## src/rtl/ipsl_ddrphy_pkg.sv

```systemverilog
// Shared types and elaboration helpers for the DDR PHY DLL update logic.
package ipsl_ddrphy_pkg;

   typedef enum logic [1:0] {
      IDLE   = 2'd0,
      DLL_UP = 2'd1,
      WAIT   = 2'd2,
      ACK    = 2'd3
   } dll_state_t;

   function automatic int cnt_width(input int upd, input int wt);
      return $clog2((upd > wt) ? upd : wt) + 1;
   endfunction

   function automatic bit params_ok(input int nreq, input int upd,
                                    input int wt, input int gid_w);
      return (nreq >= 2) && (nreq <= 8) &&
             (upd >= 1) && (upd <= 16) &&
             (wt >= 1) && (wt <= 16) &&
             (gid_w >= $clog2(nreq));
   endfunction

endpackage

```

## src/rtl/ipsl_ddrphy_rr_arb.sv

```systemverilog
// Round-robin next-grant selector with a registered priority pointer.
module ipsl_ddrphy_rr_arb #(
   parameter int NUM_REQ = 4,
   parameter int GID_W   = 2
) (
   input  logic               clk,
   input  logic               rst,
   input  logic [NUM_REQ-1:0] req,
   input  logic               take,
   output logic               any,
   output logic [GID_W-1:0]   gnt
);

   localparam logic [GID_W:0]   NR   = (GID_W+1)'(NUM_REQ);
   localparam logic [GID_W-1:0] LAST = GID_W'(NUM_REQ - 1);

   logic [GID_W-1:0] ptr;

   // Rotate so bit 0 is the pointer position, then take the lowest set bit.
   always_comb begin
      logic [2*NUM_REQ-1:0] rot;
      logic [GID_W:0]       idx;
      rot = {req, req} >> ptr;
      idx = '0;
      any = 1'b0;
      gnt = '0;
      for (int i = 0; i < NUM_REQ; i++) begin
         if (!any && rot[i]) begin
            any = 1'b1;
            idx = {1'b0, ptr} + (GID_W+1)'(i);
            if (idx >= NR) idx = idx - NR;
            gnt = idx[GID_W-1:0];
         end
      end
   end

   always_ff @(posedge clk) begin
      if (rst) begin
         ptr <= '0;
      end else if (take) begin
         ptr <= (gnt == LAST) ? '0 : gnt + 1'b1;
      end
   end

endmodule

```

## src/rtl/ipsl_ddrphy_dll_update_arb.sv

```systemverilog
// DLL update controller: arbitrates requesters, pulses dll_update_n,
// waits for settle, then completes a four-phase ack with the winner.
module ipsl_ddrphy_dll_update_arb
   import ipsl_ddrphy_pkg::*;
#(
   parameter int                 NUM_REQ     = 4,
   parameter logic [NUM_REQ-1:0] ASYNC_MASK  = NUM_REQ'(1),
   parameter int                 UPD_CYCLES  = 2,
   parameter int                 WAIT_CYCLES = 2,
   parameter int                 GID_W       = 2
) (
   input  logic               rclk,
   input  logic               rst,
   input  logic [NUM_REQ-1:0] req,
   output logic [NUM_REQ-1:0] ack,
   input  logic               dll_hold,
   output logic               dll_update_n,
   output logic               busy,
   output logic [GID_W-1:0]   grant_id
);

   localparam int CNT_W = cnt_width(UPD_CYCLES, WAIT_CYCLES);
   localparam logic [CNT_W-1:0] UPD_LAST  = CNT_W'(UPD_CYCLES - 1);
   localparam logic [CNT_W-1:0] WAIT_LAST = CNT_W'(WAIT_CYCLES - 1);

   if (!params_ok(NUM_REQ, UPD_CYCLES, WAIT_CYCLES, GID_W)) begin : g_bad
      $error("ipsl_ddrphy_dll_update_arb: parameter out of range");
   end

   logic [NUM_REQ-1:0] req_s;

   for (genvar i = 0; i < NUM_REQ; i++) begin : g_sync
      if (ASYNC_MASK[i]) begin : g_async
         logic [1:0] ff;
         always_ff @(posedge rclk) begin
            if (rst) ff <= '0;
            else     ff <= {ff[0], req[i]};
         end
         assign req_s[i] = ff[1];
      end else begin : g_direct
         assign req_s[i] = req[i];
      end
   end

   dll_state_t         state, state_n;
   logic [CNT_W-1:0]   cnt, cnt_n;
   logic               take;
   logic               arb_any;
   logic [GID_W-1:0]   arb_gnt;
   logic [NUM_REQ-1:0] gmask;
   logic [NUM_REQ-1:0] ack_n;

   ipsl_ddrphy_rr_arb #(
      .NUM_REQ (NUM_REQ),
      .GID_W   (GID_W)
   ) u_arb (
      .clk  (rclk),
      .rst  (rst),
      .req  (req_s),
      .take (take),
      .any  (arb_any),
      .gnt  (arb_gnt)
   );

   assign gmask = NUM_REQ'(1) << grant_id;

   always_comb begin
      state_n = state;
      cnt_n   = cnt;
      take    = 1'b0;
      unique case (state)
         IDLE: begin
            if (arb_any && !dll_hold) begin
               state_n = DLL_UP;
               cnt_n   = '0;
               take    = 1'b1;
            end
         end
         DLL_UP: begin
            if (cnt == UPD_LAST) begin
               state_n = WAIT;
               cnt_n   = '0;
            end else begin
               cnt_n = cnt + 1'b1;
            end
         end
         WAIT: begin
            if (cnt == WAIT_LAST) begin
               state_n = ACK;
               cnt_n   = '0;
            end else begin
               cnt_n = cnt + 1'b1;
            end
         end
         ACK: begin
            if ((req_s & gmask) == '0) state_n = IDLE;
         end
         default: state_n = IDLE;
      endcase
   end

   // The winner's ack follows its own request so a withdrawn request sees none.
   assign ack_n = (state == ACK) ? (req_s & gmask) : '0;

   always_ff @(posedge rclk) begin
      if (rst) begin
         state        <= IDLE;
         cnt          <= '0;
         grant_id     <= '0;
         ack          <= '0;
         dll_update_n <= 1'b1;
         busy         <= 1'b0;
      end else begin
         state        <= state_n;
         cnt          <= cnt_n;
         ack          <= ack_n;
         dll_update_n <= (state != DLL_UP);
         busy         <= (state_n != IDLE);
         if (take) grant_id <= arb_gnt;
      end
   end

endmodule

```

## config.mk

```make
export PLATFORM = sky130hd
export DESIGN_NAME = ipsl_ddrphy_dll_update_arb
export DESIGN_NICKNAME = d
export VERILOG_FILES = /design/src/rtl/ipsl_ddrphy_pkg.sv /design/src/rtl/ipsl_ddrphy_rr_arb.sv /design/src/rtl/ipsl_ddrphy_dll_update_arb.sv
export SDC_FILE = /design/constraint.sdc
export NUM_CORES = 1
export LEC_CHECK = 0
export ABC_AREA = 1
export CAP_MARGIN = 20
export CORE_MARGIN = 10
export CORE_UTILIZATION = 53
export DETAILED_ROUTE_END_ITERATION = 8
export GPL_TIMING_DRIVEN = 0
export PLACE_DENSITY = 0.78
export SLEW_MARGIN = 20
export SYNTH_ARGS = -nofsm -noshare
export SYNTH_HDL_FRONTEND = slang
export SYNTH_SLANG_ARGS = --single-unit
export TNS_END_PERCENT = 5
```

## constraint.sdc

```tcl
create_clock -name rclk -period 1.9 [get_ports rclk]
set_clock_uncertainty 0.2 [all_clocks]
set_input_delay 0.38 -clock rclk [delete_from_list [all_inputs] [get_ports rclk]]
set_output_delay 0.38 -clock rclk [all_outputs]
set_load 0.05 [all_outputs]
```

# Word level (Yosys, flattened, before mapping)
# Index checks and enable logic that the tools add are counted.
# Widths: inputs -> output; s select.
# word_totals
regBits,16
inputBits,7
output_inout_bits,8
elab_cells,70
# op_classes
n_addsub,9
magnitude_cmp,4
eq_ne,7
shifts,2
n_mux,23
n_bitwise,2
reduce_logical,15
# op_table
operator,n
$mux 2,15
$ge 3x3->1 const B,3
$pmux 2 s4,1
$shr 8x2->4,1
$sub 2x1->2 const B,4
$add 2x2->3 const B,2
$eq 2x2->1 const B,3
$mux 1,6
$add 2x1->2 const B,2
$and 4x4->4,1
$eq 2x1->1 const B,2
$logic_and 1x1->1,4
$logic_not 1->1,4
$logic_not 4->1,1
$pmux 2 s2,1
$reduce_bool 2->1,2
$reduce_or 2->1,2
$shl 1x2->4 const A,1
$add 2x1->3 const B,1
$ge 2x3->1 const B,1
$logic_not 2->1,1
$ne 2x1->1 const B,1
$ne 2x2->1 const B,1
$reduce_and 2->1,1
$not 1->1,1

# Longest topological paths before layout
# Gate-level depths: netlist of run 1.
# depth
word_depth,15
ltp_mapped,14
mapped_depth_nobuf,13

# Hierarchy
# From an unflattened synthesis of run 1, not the netlist that was laid out.
# hier_totals
hier_cells,148
area_unflattened_um2,1018.5
# by_module_without_submodules
mod,instances,cells_each,area_per_inst_um2,seq_area_each_um2
ipsl_ddrphy_dll_update_arb,1,77,591.8,280.3
ipsl_ddrphy_rr_arb,1,71,426.7,40.0

# Worst setup path before layout of run 1
# No wires, ideal clock.
# synth_timing
kind,register to register
startpoint,register grant_id[1]
endpoint,register busy
setup_time_ps,114
arrival_time_ps,1468
required_ps,1586
path_slack_ps,119
stages_incl_launch_ff,10
n_path_buf,0
period_less_slack_ps,1781
path_cell_list,dfxtp_1 inv_1 nand3_1 nand4_1 nand2_1 o21ai_0 o21ai_0 o31ai_2 nand2_1 nand2_1
# synth_between
elab_chain_len,6
# synth_rtl
item,line,text
from (decl),ipsl_ddrphy_dll_update_arb.sv:19,output logic [GID_W-1:0] grant_id
from (signal assigned),ipsl_ddrphy_dll_update_arb.sv:119,if (take) grant_id <= arb_gnt;
$shl 1x2->4,ipsl_ddrphy_dll_update_arb.sv:65,assign gmask = NUM_REQ'(1) << grant_id;
$and 4x4->4,ipsl_ddrphy_dll_update_arb.sv:96,if ((req_s & gmask) == '0) state_n = IDLE;
$logic_not 4->1,ipsl_ddrphy_dll_update_arb.sv:96,
$mux 2,ipsl_ddrphy_dll_update_arb.sv:96,
$pmux 2 s4,ipsl_ddrphy_dll_update_arb.sv:71,unique case (state)
$reduce_bool 2->1,ipsl_ddrphy_dll_update_arb.sv:118,busy <= (state_n != IDLE);
to (signal assigned),ipsl_ddrphy_dll_update_arb.sv:118,
to (decl),ipsl_ddrphy_dll_update_arb.sv:18,"output logic busy,"
# Every way passes these cells.
# A chain may end at the register's enable or synchronous reset.

# Worst setup path in the final report of run 1
# layout_timing
startpoint,register grant_id[0]
endpoint,output grant_id[0]
# No word-level cell between the ends.

==> results of run 1 <==
[per-layer routing]
metal | track usage (%) | vias to the layer above
li1 | - | 506
met1 | 12.07 | 426
met4 | 2.406 | 0
met2 | 17.61 | 22
met5 | 0 | -
met3 | 4.124 | 2
[worst min-delay path by stage]
stage / endpoint / start / cells past startpoint
floorplan: g_sync[0].g_async.ff[1] / g_sync[0].g_async.ff[0] / 2
global placement: g_sync[0].g_async.ff[1] / g_sync[0].g_async.ff[0] / 2
detailed placement: g_sync[0].g_async.ff[1] / g_sync[0].g_async.ff[0] / 2
CTS: g_sync[0].g_async.ff[1] / g_sync[0].g_async.ff[0] / 2
global route: g_sync[0].g_async.ff[1] / g_sync[0].g_async.ff[0] / 2
finish: g_sync[0].g_async.ff[1] / g_sync[0].g_async.ff[0] / 2
[flip-flops by register name, summed over array words and instances (netlist names), named ones only]
| name | count |
|---|---|
| ack | 4 |
| busy | 1 |
| cnt | 2 |
| dll_update_n | 1 |
| g_sync.g_async.ff | 2 |
| grant_id | 2 |
| state | 2 |
| u_arb.ptr | 1 |
[metrics by stage]
stage	utilization, %	TNS [ns]
final	65.98	0
after floorplan	-	0
after global placement	63.98	-2.113
after CTS	65.21	0
after global routing	65.98	0
after detailed placement	63.98	-2.240
[layout make-up]
type / count / area share (%)
Timing Repair Buffer: 15 / 10.74
Sequential cell: 16 / 25.00
Tap cell: 27 / 2.637
Inverter: 24 / 8.008
Buffer: 2 / 1.465
Clock buffer: 4 / 2.832
Multi-Input combinational cell: 106 / 49.32
[layout by cell type, fill, tap and decap left out, types with 3 or more instances in the layout]
master           Yosys  routed
dfxtp_1             16      16
o21ai_0              4       4
dlygate4sd2_1        0      10
nand4_1              3       3
nand2_1             35      35
nand3_2              5       5
a21oi_1              3       3
inv_2                3       3
clkbuf_4             0       3
inv_1               18      18
nand3_1             15      15
nand2_2              5       5
clkdlybuf4s50_1      0       3
nor2_1              14      14
ha_1                 5       5
nand2_4              6       6
[kinds of logic after synthesis]
logic type / count (synthesis) / synth area share [%]
flops: 16 / 29.98
fa+ha+maj: 5 / 5.855
buf+inv: 26 / 11.36
simple gates: 87 / 44.26
xor+xnor: 1 / 0.8198
compound gates: 13 / 7.728
[Yosys cell counts, types with 2 or more instances]
cell	count	area, um2
a21oi_1	3	15.01
dfxtp_1	16	320.3
ha_1	5	62.56
inv_1	18	67.56
inv_2	3	11.26
inv_4	2	12.51
nand2_1	35	131.4
nand2_2	5	31.28
nand2_4	6	67.56
nand3_1	15	75.07
nand3_2	5	50.05
nand4_1	3	18.77
nor2_1	14	52.55
o21ai_0	4	20.02
o21ai_1	2	10.01
o21ai_2	2	17.52
[power groups by stage]
stage / combinational, mW / clock (mW) / sequential (mW)
finish: 0.998 / 0.225 / 0.435
global route: 1.11 / 0.243 / 0.445
CTS: 0.969 / 0.230 / 0.436
detailed placement: 0.986 / 0 / 0.445
global placement: 0.964 / 0 / 0.442
floorplan: 0.705 / 0 / 0.536
[repair_timing]
action,CTS,global route
buffers inserted,0,1
resized for setup,10,2
endpoints found under the setup margin,11,8
gates cloned,0,0
pin swaps,0,0
endpoints found under the hold margin,0,0
==> reports/results.tsv, run 1 <==
stage	metric	value	unit
detailed_routing	routed_wl	2144	um
worst_setup_path	crit_slowest_cell	dlygate4sd2_1	
timing	timing.slew.headroom	66.96	%
synthesis	synth-seq-cells	16	
place	place_inst	189	
detailed_routing	drc	0	
detailed_routing	detail-route-antenna-nets	0	
worst_setup_path	crit_family	buffers and inverters	
power_and_ir_drop	leakage	0.6383	nW
synthesis	synth.avg_cell_area	7.220	um2
synthesis	ys_types	26	
worst_setup_path	r2r_setup_slack	0.16	ns
layout	fin_cells	194	
cts	clock-sinks	16	
timing	slew_violations	0	
global_route	gr-total-overflow	0	
worst_setup_path	path_cells	dlygate4sd2_1	
worst_setup_path	r2r_end	u_arb.ptr[1]	
cts	cts_made_buffers	3	
power_and_ir_drop	p_per_area	1295	nW/um2
detailed_routing	wl_met1	967	um
power_and_ir_drop	p_clk_share	13.6	%
worst_setup_path	crit_path_start	grant_id[0]	
layout	final_area	1281	um2
timing	tightest_slew	0.4975	ns
detailed_routing	firstDrtPassIters	4	
place	hpwl	1675	um
place	place.gp.congestion	0.8964	
synthesis	synth_nets	160	
power_and_ir_drop	total_power	1.659	mW
detailed_routing	wl_met2	1044	um
global_route	grt_pass1_wl	3643	um
detailed_routing	num_vias	956	
timing	finalCritPeriodShare	96.55	%
worst_setup_path	crit_type	reg -> out	
place	port_buffers	14	
layout	drive_above_1_share	20.96	%
cts	clock_latency	0.28	ns
global_route	grt_start_max_net_pins	11	
worst_setup_path	crit_arrival	1.25	ns
worst_setup_path	crit_fanout	5	
layout	nFillCells	180	
layout	seqCellArea	320.3	um2
worst_setup_path	max_stage_delay	0.56	ns
power_and_ir_drop	p_sw	0.8078	mW
timing	fin_crit	1.835	ns
cts	cts.htree.levels	1	
die	fp.coreArea	1942	um2
power_and_ir_drop	pwr-share-seq	26.2	%
place	dp_slack	-0.3258	ns
synthesis	synth-edff-count	0	
worst_setup_path	timing.rr.start	u_arb.ptr[1]	
cts	hold_buffers	0	
die	fp-row-count	16	
die	initial_core_util	55.03	%
detailed_routing	viasPerCell	4.928	
worst_setup_path	crit_buf_inv	1	
cts	path_clk_slew	0.09	ns
detailed_routing	first_iter_violations	43	
detailed_routing	met3_length	120	um
synthesis	yosysWarnings	0	
detailed_routing	wl_per_cell	11.05	um
global_route	grt_pass1_vias	860	
synthesis	ys_async_sr_fraction	0	%
worst_setup_path	reg2regPathDepth	12	
timing	holdWs	0.2192	ns
worst_setup_path	required	1.32	ns
die	die_x	64.90	um
global_route	antenna_found_initial	0	
synthesis	syn_inst	148	
worst_setup_path	critical_path_depth	1	
timing	final-setup-viol-count	0	
hold_path	hold_class	reg -> reg	
power_and_ir_drop	pwr-share-comb	60.2	%
synthesis	ys.flop_type	dfxtp_1	
timing	fin_ws	0.06547	ns
detailed_routing	top_layer	met4	
layout	multi_input_comb_area	631.9	um2
die	fp.dieH	64.90	um
cts	cts-root-buf	clkbuf_4	
cts	cts_tree	done	
layout	syn2layout_area_growth	19.91	%
worst_setup_path	crit_end	grant_id[0]	
timing	hold_viol	0	
die	ios	15	
timing	grt_setup_unrepaired	no	
synthesis	synthesis.area	1069	um2
power_and_ir_drop	max-vdd-ir-drop	0.8536	mV
run	maxCapViolCount	0	
synthesis	yosysSeqAreaShare	29.98	%
die	die_area	4212	um2
status	status	finished clean	
layout	fin_nets	180	
worst_setup_path	endpoint_kind	output pin	
place	place_area	1242	um2
cts	cts_buffer_depth	2	
power_and_ir_drop	p_int	0.8514	mW
timing	max_freq	545.1	MHz
layout	diodes	0	
worst_setup_path	start_kind	flip-flop	
global_route	grt_use_total	10.43	%
power_and_ir_drop	power.switching_fraction	48.69	%
No activity file was read; power rests on OpenSTA's default activity.
==> run 2, diff against run 1 <==
--- a/config.mk
+++ b/config.mk
@@ -9,9 +9,10 @@
 export CAP_MARGIN = 20
 export CORE_MARGIN = 10
 export CORE_UTILIZATION = 53
+export CTS_CLUSTER_DIAMETER = 120
 export DETAILED_ROUTE_END_ITERATION = 8
 export GPL_TIMING_DRIVEN = 0
-export PLACE_DENSITY = 0.78
+export PLACE_DENSITY = 0.86
 export SLEW_MARGIN = 20
 export SYNTH_ARGS = -nofsm -noshare
 export SYNTH_HDL_FRONTEND = slang
==> run 2 against run 1 <==
  * Final cell count unchanged
  * Clock power about the same
  * Sequential share of layout area is 0.15 points higher
  * Critical endpoint is now grant_id[1]
  * Sequential cell count unchanged
  * Critical path depth unchanged
  * First-iteration DRC count increased by 81%
==> reports/results.tsv, run 2 (synthesis gave the netlist of run 1 again) <==
stage	metric	value	unit	change
timing	hold_viol	0		unchanged
worst_setup_path	crit_family	buffers and inverters		
layout	final_area	1279	um2	-0.20%
detailed_routing	routed_wl	2369	um	+10%
layout	final_util	65.85	%	-0.13 points
timing	fin_tns_setup	0	ns	unchanged
worst_setup_path	crit_slowest_cell	dlygate4sd2_1		
timing	fin_crit	1.848	ns	+0.01363 ns
cts	cts_buffer_depth	2		unchanged
detailed_routing	num_vias	1012		+5.9%
detailed_routing	firstDrtPassIters	4		unchanged
layout	syn2layout_area_growth	19.67	%	
die	ios	15		unchanged
timing	holdWs	0.2081	ns	-0.01112 ns
place	place_inst	189		unchanged
layout	nFillCells	172		-4.4%
detailed_routing	viasPerCell	5.216		+5.9%
power_and_ir_drop	max-vdd-ir-drop	0.8309	mV	-2.7%
worst_setup_path	crit_fanout	5		unchanged
hold_path	min_path_cells	2		unchanged
power_and_ir_drop	leakage	0.6311	nW	-1.1%
detailed_routing	detail-route-antenna-nets	0		unchanged
worst_setup_path	path_cells	dlygate4sd2_1		
layout	fin_cells	194		unchanged
timing	finalCritPeriodShare	97.27	%	+0.72 points
layout	final_cell_mix	nand2_1, inv_1, dfxtp_1		
timing	timing.slew.headroom	66.26	%	-0.71 points
power_and_ir_drop	p_per_area	1307	nW/um2	+0.93%
place	place.gp.congestion	0.8113		-9.5%
detailed_routing	first_iter_violations	78		+81%
global_route	gr-total-overflow	0		unchanged
layout	drive_above_1_share	22.16	%	+1.2 points
global_route	grt_pass1_wl	3919	um	+7.6%
worst_setup_path	max_stage_delay	0.56	ns	about the same
place	port_buffers	14		unchanged
place	place_area	1242	um2	unchanged
global_route	grt_use_total	11.22	%	+0.79 points
detailed_routing	drc	0		unchanged
hold_path	hold_class	reg -> reg		
timing	tightest_slew	0.5081	ns	+0.01064 ns
global_route	grt_pass1_vias	944		+9.8%
run	maxCapViolCount	0		unchanged
hold_path	min_from	g_sync[0].g_async.ff[0]		
worst_setup_path	reg2regPathDepth	12		unchanged
place	hpwl	1823	um	+8.8%
worst_setup_path	crit_type	reg -> out		
global_route	grt_start_max_net_pins	11		unchanged
layout	largest_register_ffs	4		unchanged
worst_setup_path	endpoint_kind	output pin		
timing	slew_violations	0		unchanged
layout	fin_nets	180		unchanged
layout	largest-register	ack		
hold_path	whs_endpoint	g_sync[0].g_async.ff[1]		
die	die_x	64.90	um	unchanged
status	status	finished clean		
timing	max_freq	541.1	MHz	-0.74%
worst_setup_path	r2r_setup_slack	0.14	ns	-0.02 ns
die	initial_core_util	55.03	%	unchanged
cts	cts.htree.levels	1		unchanged
die	fp.coreArea	1942	um2	unchanged
cts	clock-sinks	16		unchanged
timing	final-setup-viol-count	0		unchanged
die	die_area	4212	um2	unchanged
worst_setup_path	crit_arrival	1.27	ns	+0.02 ns
cts	cts-root-buf	clkbuf_4		
die	fp.dieH	64.90	um	unchanged
detailed_routing	wl_per_cell	12.21	um	+10%
cts	cts_made_buffers	3		unchanged
cts	clock_latency	0.29	ns	about the same
die	fp-row-count	16		unchanged
worst_setup_path	required	1.32	ns	about the same
cts	cts_tree	done		
worst_setup_path	r2r_end	u_arb.ptr[1]		
global_route	antenna_found_initial	0		unchanged
worst_setup_path	start_kind	flip-flop		
layout	mostFrequentLayoutCell	nand2_1		
cts	path_clk_slew	0.09	ns	about the same
layout	diodes	0		unchanged
worst_setup_path	crit_buf_inv	1		unchanged
## run 2: area by class of cell
class	instances	area, um2	share of cell area (%)
Timing Repair Buffer	15	133.9	10.47
Multi-Input combinational cell	106	631.9	49.41
Buffer	2	18.77	1.468
Inverter	24	102.6	8.023
Tap cell	27	33.78	2.642
Sequential cell	16	321.6	25.15
Clock buffer	4	36.28	2.838
## run 2: worst max path at each step
stage | from | end | slack [ns] | cells past startpoint
after global routing | flip-flop | u_arb.ptr[1] | -0.002 | 13
after global placement | req[3] | u_arb.ptr[1] | -0.31 | 14
after CTS | grant_id[1] | grant_id[1] | 0.05 | 1
after detailed placement | req[2] | u_arb.ptr[1] | -0.35 | 12
after floorplan | grant_id[1] | busy | 0.12 | 9
final | grant_id[1] | grant_id[1] | 0.05 | 1
## run 2: repair_timing
action / 4_1_cts / 5_1_grt
hold buffers: 0 / 0
setup buffers: 0 / 1
cloned: 0 / 0
endpoints found under the setup margin: 11 / 1
resized for setup: 11 / 2
## run 2: metrics by stage
stage | total power, mW | setup WS (ns)
CTS | 1.647 | 0.04536
detailed placement | 1.440 | -0.3460
finish | 1.671 | 0.05185
floorplan | 1.241 | 0.1186
global placement | 1.399 | -0.3075
global route | 1.801 | -0.001566
## run 2: power by group
| part | internal [mW] | switching (mW) | leakage [nW] |
|---|---|---|---|
| clock | 0.117 | 0.109 | 0.0210 |
| combinational | 0.338 | 0.667 | 0.479 |
| sequential | 0.396 | 0.0450 | 0.131 |
| total | 0.851 | 0.821 | 0.631 |
## run 2: per-layer routing
layer | global-route usage, % | share of wire [%] | vias to the layer above
met3 | 5.155 | 8.7 | 8
met2 | 19.33 | 49 | 54
li1 | - | - | 501
met1 | 11.84 | 40 | 449
met4 | 3.743 | 2.2 | 0
met5 | 0 | 0 | -
==> run 3, diff against run 2 <==
--- a/config.mk
+++ b/config.mk
@@ -6,13 +6,15 @@
 export NUM_CORES = 1
 export LEC_CHECK = 0
 export ABC_AREA = 1
-export CAP_MARGIN = 20
+export CAP_MARGIN = 10
+export CELL_PAD_IN_SITES_DETAIL_PLACEMENT = 0
+export CELL_PAD_IN_SITES_GLOBAL_PLACEMENT = 1
 export CORE_MARGIN = 10
-export CORE_UTILIZATION = 53
+export CORE_UTILIZATION = 38
 export CTS_CLUSTER_DIAMETER = 120
 export DETAILED_ROUTE_END_ITERATION = 8
 export GPL_TIMING_DRIVEN = 0
-export PLACE_DENSITY = 0.86
+export PLACE_DENSITY = 0.85
 export SLEW_MARGIN = 20
 export SYNTH_ARGS = -nofsm -noshare
 export SYNTH_HDL_FRONTEND = slang
==> run 3 against run 2 <==
  * Count of clock-buffer cells in the layout is the same
  * Wire length down 6.6%
  * Design area about the same
==> reports/results.tsv, run 3 (synthesis gave the netlist of run 1 again) <==
stage	metric	value	unit	change
cts	clock-sinks	16		unchanged
die	die_area	5333	um2	+27%
power_and_ir_drop	leakage	0.6252	nW	-0.94%
status	status	finished clean		
worst_setup_path	crit_arrival	1.75	ns	+0.48 ns
detailed_routing	viasPerCell	4.864		-6.8%
cts	cts.htree.levels	1		unchanged
die	fp-row-count	19		+3
detailed_routing	first_iter_violations	66		-15%
worst_setup_path	start_kind	flip-flop		
hold_path	hold_class	reg -> reg		
cts	cts_tree	done		
die	fp.coreArea	2734	um2	+41%
cts	hold_buffers	0		unchanged
worst_setup_path	r2r_setup_slack	0.18	ns	+0.04 ns
layout	mostFrequentLayoutCell	nand2_1		
layout	diodes	0		unchanged
worst_setup_path	crit_end	u_arb.ptr[1]		
detailed_routing	num_vias	963		-4.8%
timing	timing.slew.headroom	67.11	%	+0.86 points
layout	largest_register_ffs	4		unchanged
global_route	grt_use_total	9.141	%	-2.1 points
timing	finalCritPeriodShare	90.39	%	-6.9 points
global_route	grt_pass1_vias	946		+0.21%
global_route	gr-total-overflow	0		unchanged
timing	hold_viol	0		unchanged
cts	cts-root-buf	clkbuf_4		
detailed_routing	drc	0		unchanged
power_and_ir_drop	max-vdd-ir-drop	0.6578	mV	-21%
timing	tightest_slew	0.4953	ns	-0.01289 ns
worst_setup_path	timing.rr.start	u_arb.ptr[1]		
global_route	grt_start_max_net_pins	11		unchanged
place	port_buffers	14		unchanged
die	die_x	73.03	um	+13%
detailed_routing	routed_wl	2213	um	-6.6%
layout	multi_input_comb_area	634.4	um2	+0.40%
cts	path_clk_slew	0.09	ns	about the same
run	maxCapViolCount	0		unchanged
timing	holdWs	0.2265	ns	+0.01846 ns
place	place.gp.congestion	0.8078		-0.43%
layout	syn2layout_area_growth	19.56	%	about the same
cts	cts_made_buffers	3		unchanged
worst_setup_path	r2r_end	u_arb.ptr[1]		
die	initial_core_util	39.08	%	-16 points
die	fp.dieH	73.03	um	+13%
layout	fin_nets	180		unchanged
layout	final_cell_mix	nand2_1, inv_1, dfxtp_1		
detailed_routing	firstDrtPassIters	4		unchanged
timing	grt_setup_unrepaired	no		
worst_setup_path	crit_type	reg -> reg		
layout	largest-register	ack		
global_route	grt_pass1_wl	4077	um	+4.0%
cts	clock_latency	0.29	ns	about the same
layout	drive_above_1_share	23.35	%	+1.2 points
timing	fin_ws	0.1827	ns	+0.1308 ns
cts	cts_buffer_depth	2		unchanged
die	ios	15		unchanged
layout	seqCellArea	320.3	um2	-0.39%
worst_setup_path	crit_fanout	9		+4
place	dp_slack	-0.3528	ns	-0.006810 ns
layout	nFillCells	284		+65%
global_route	antenna_found_initial	0		unchanged
timing	final-setup-viol-count	0		unchanged
worst_setup_path	required	1.93	ns	+0.61 ns
detailed_routing	wl_per_cell	11.18	um	-8.5%
power_and_ir_drop	p_per_area	1289	nW/um2	-1.4%
place	hpwl	1784	um	-2.1%
detailed_routing	detail-route-antenna-nets	0		unchanged
timing	max_freq	582.3	MHz	+7.6%
timing	fin_crit	1.717	ns	-0.1308 ns
timing	slew_violations	0		unchanged
worst_setup_path	crit_path_start	u_arb.ptr[1]		
worst_setup_path	endpoint_kind	flip-flop		
worst_setup_path	reg2regPathDepth	12		unchanged
-- run 3: worst max-delay path: stages, from the launching register on --
cell     delay [ns]
dfxtp_1        0.31
buf_4          0.17
inv_2          0.12
nand3_1        0.11
nand2_2        0.13
nand3_2        0.10
inv_2          0.06
nand3_1        0.08
nand2_1        0.11
nand3_1        0.09
nand2_1        0.06
nor2_1         0.03
nor2_1         0.08
-- run 3: layout make-up --
cell class	instances	area share, %
timing repair buffer	15	9.892
multi-input combinational	106	49.66
tap	31	3.036
clock buffer	4	2.840
sequential	16	25.07
inverter	24	8.031
buffer	2	1.469
-- run 3: metal layers --
layer  track usage (%)  up-vias  share of wire, %
met4             2.532        0               1.0
li1                  -      505                 -
met2             14.71       23                45
met1             10.87      430                45
met5                 0        -                 0
met3             3.673        5               8.7
-- run 3: how the worst min path moves through the flow --
stage	startpoint	to	cells after the start
after floorplan	g_sync[0].g_async.ff[0]	g_sync[0].g_async.ff[1]	2
after global placement	g_sync[0].g_async.ff[0]	g_sync[0].g_async.ff[1]	2
after detailed placement	g_sync[0].g_async.ff[0]	g_sync[0].g_async.ff[1]	2
after CTS	g_sync[0].g_async.ff[0]	g_sync[0].g_async.ff[1]	2
after global routing	g_sync[0].g_async.ff[0]	g_sync[0].g_async.ff[1]	2
final	g_sync[0].g_async.ff[0]	g_sync[0].g_async.ff[1]	2
-- run 3: timing repair --
item,4_1_cts,5_1_grt
buffers inserted,0,1
setup endpoints to repair,10,3
hold endpoints to repair,0,0
pin swaps,0,0
gates resized for setup,11,6
-- run 3: through the flow --
step	instance area [um2]	power [mW]	instances	utilization, %	TNS (ns)
global placement	1247	1.421	193	45.63	-2.134
finish	1277	1.647	198	46.73	0
detailed placement	1247	1.436	193	45.63	-2.262
CTS	1270	1.650	197	46.45	0
global route	1277	1.802	198	46.73	0
floorplan	1069	1.241	148	-	0
-- run 3: report_power, final --
part	switching, mW	total (mW)	leakage [nW]	internal (mW)
combinational	0.650	0.983	0.473	0.333
clock	0.108	0.225	0.0210	0.117
sequential	0.0448	0.439	0.131	0.394
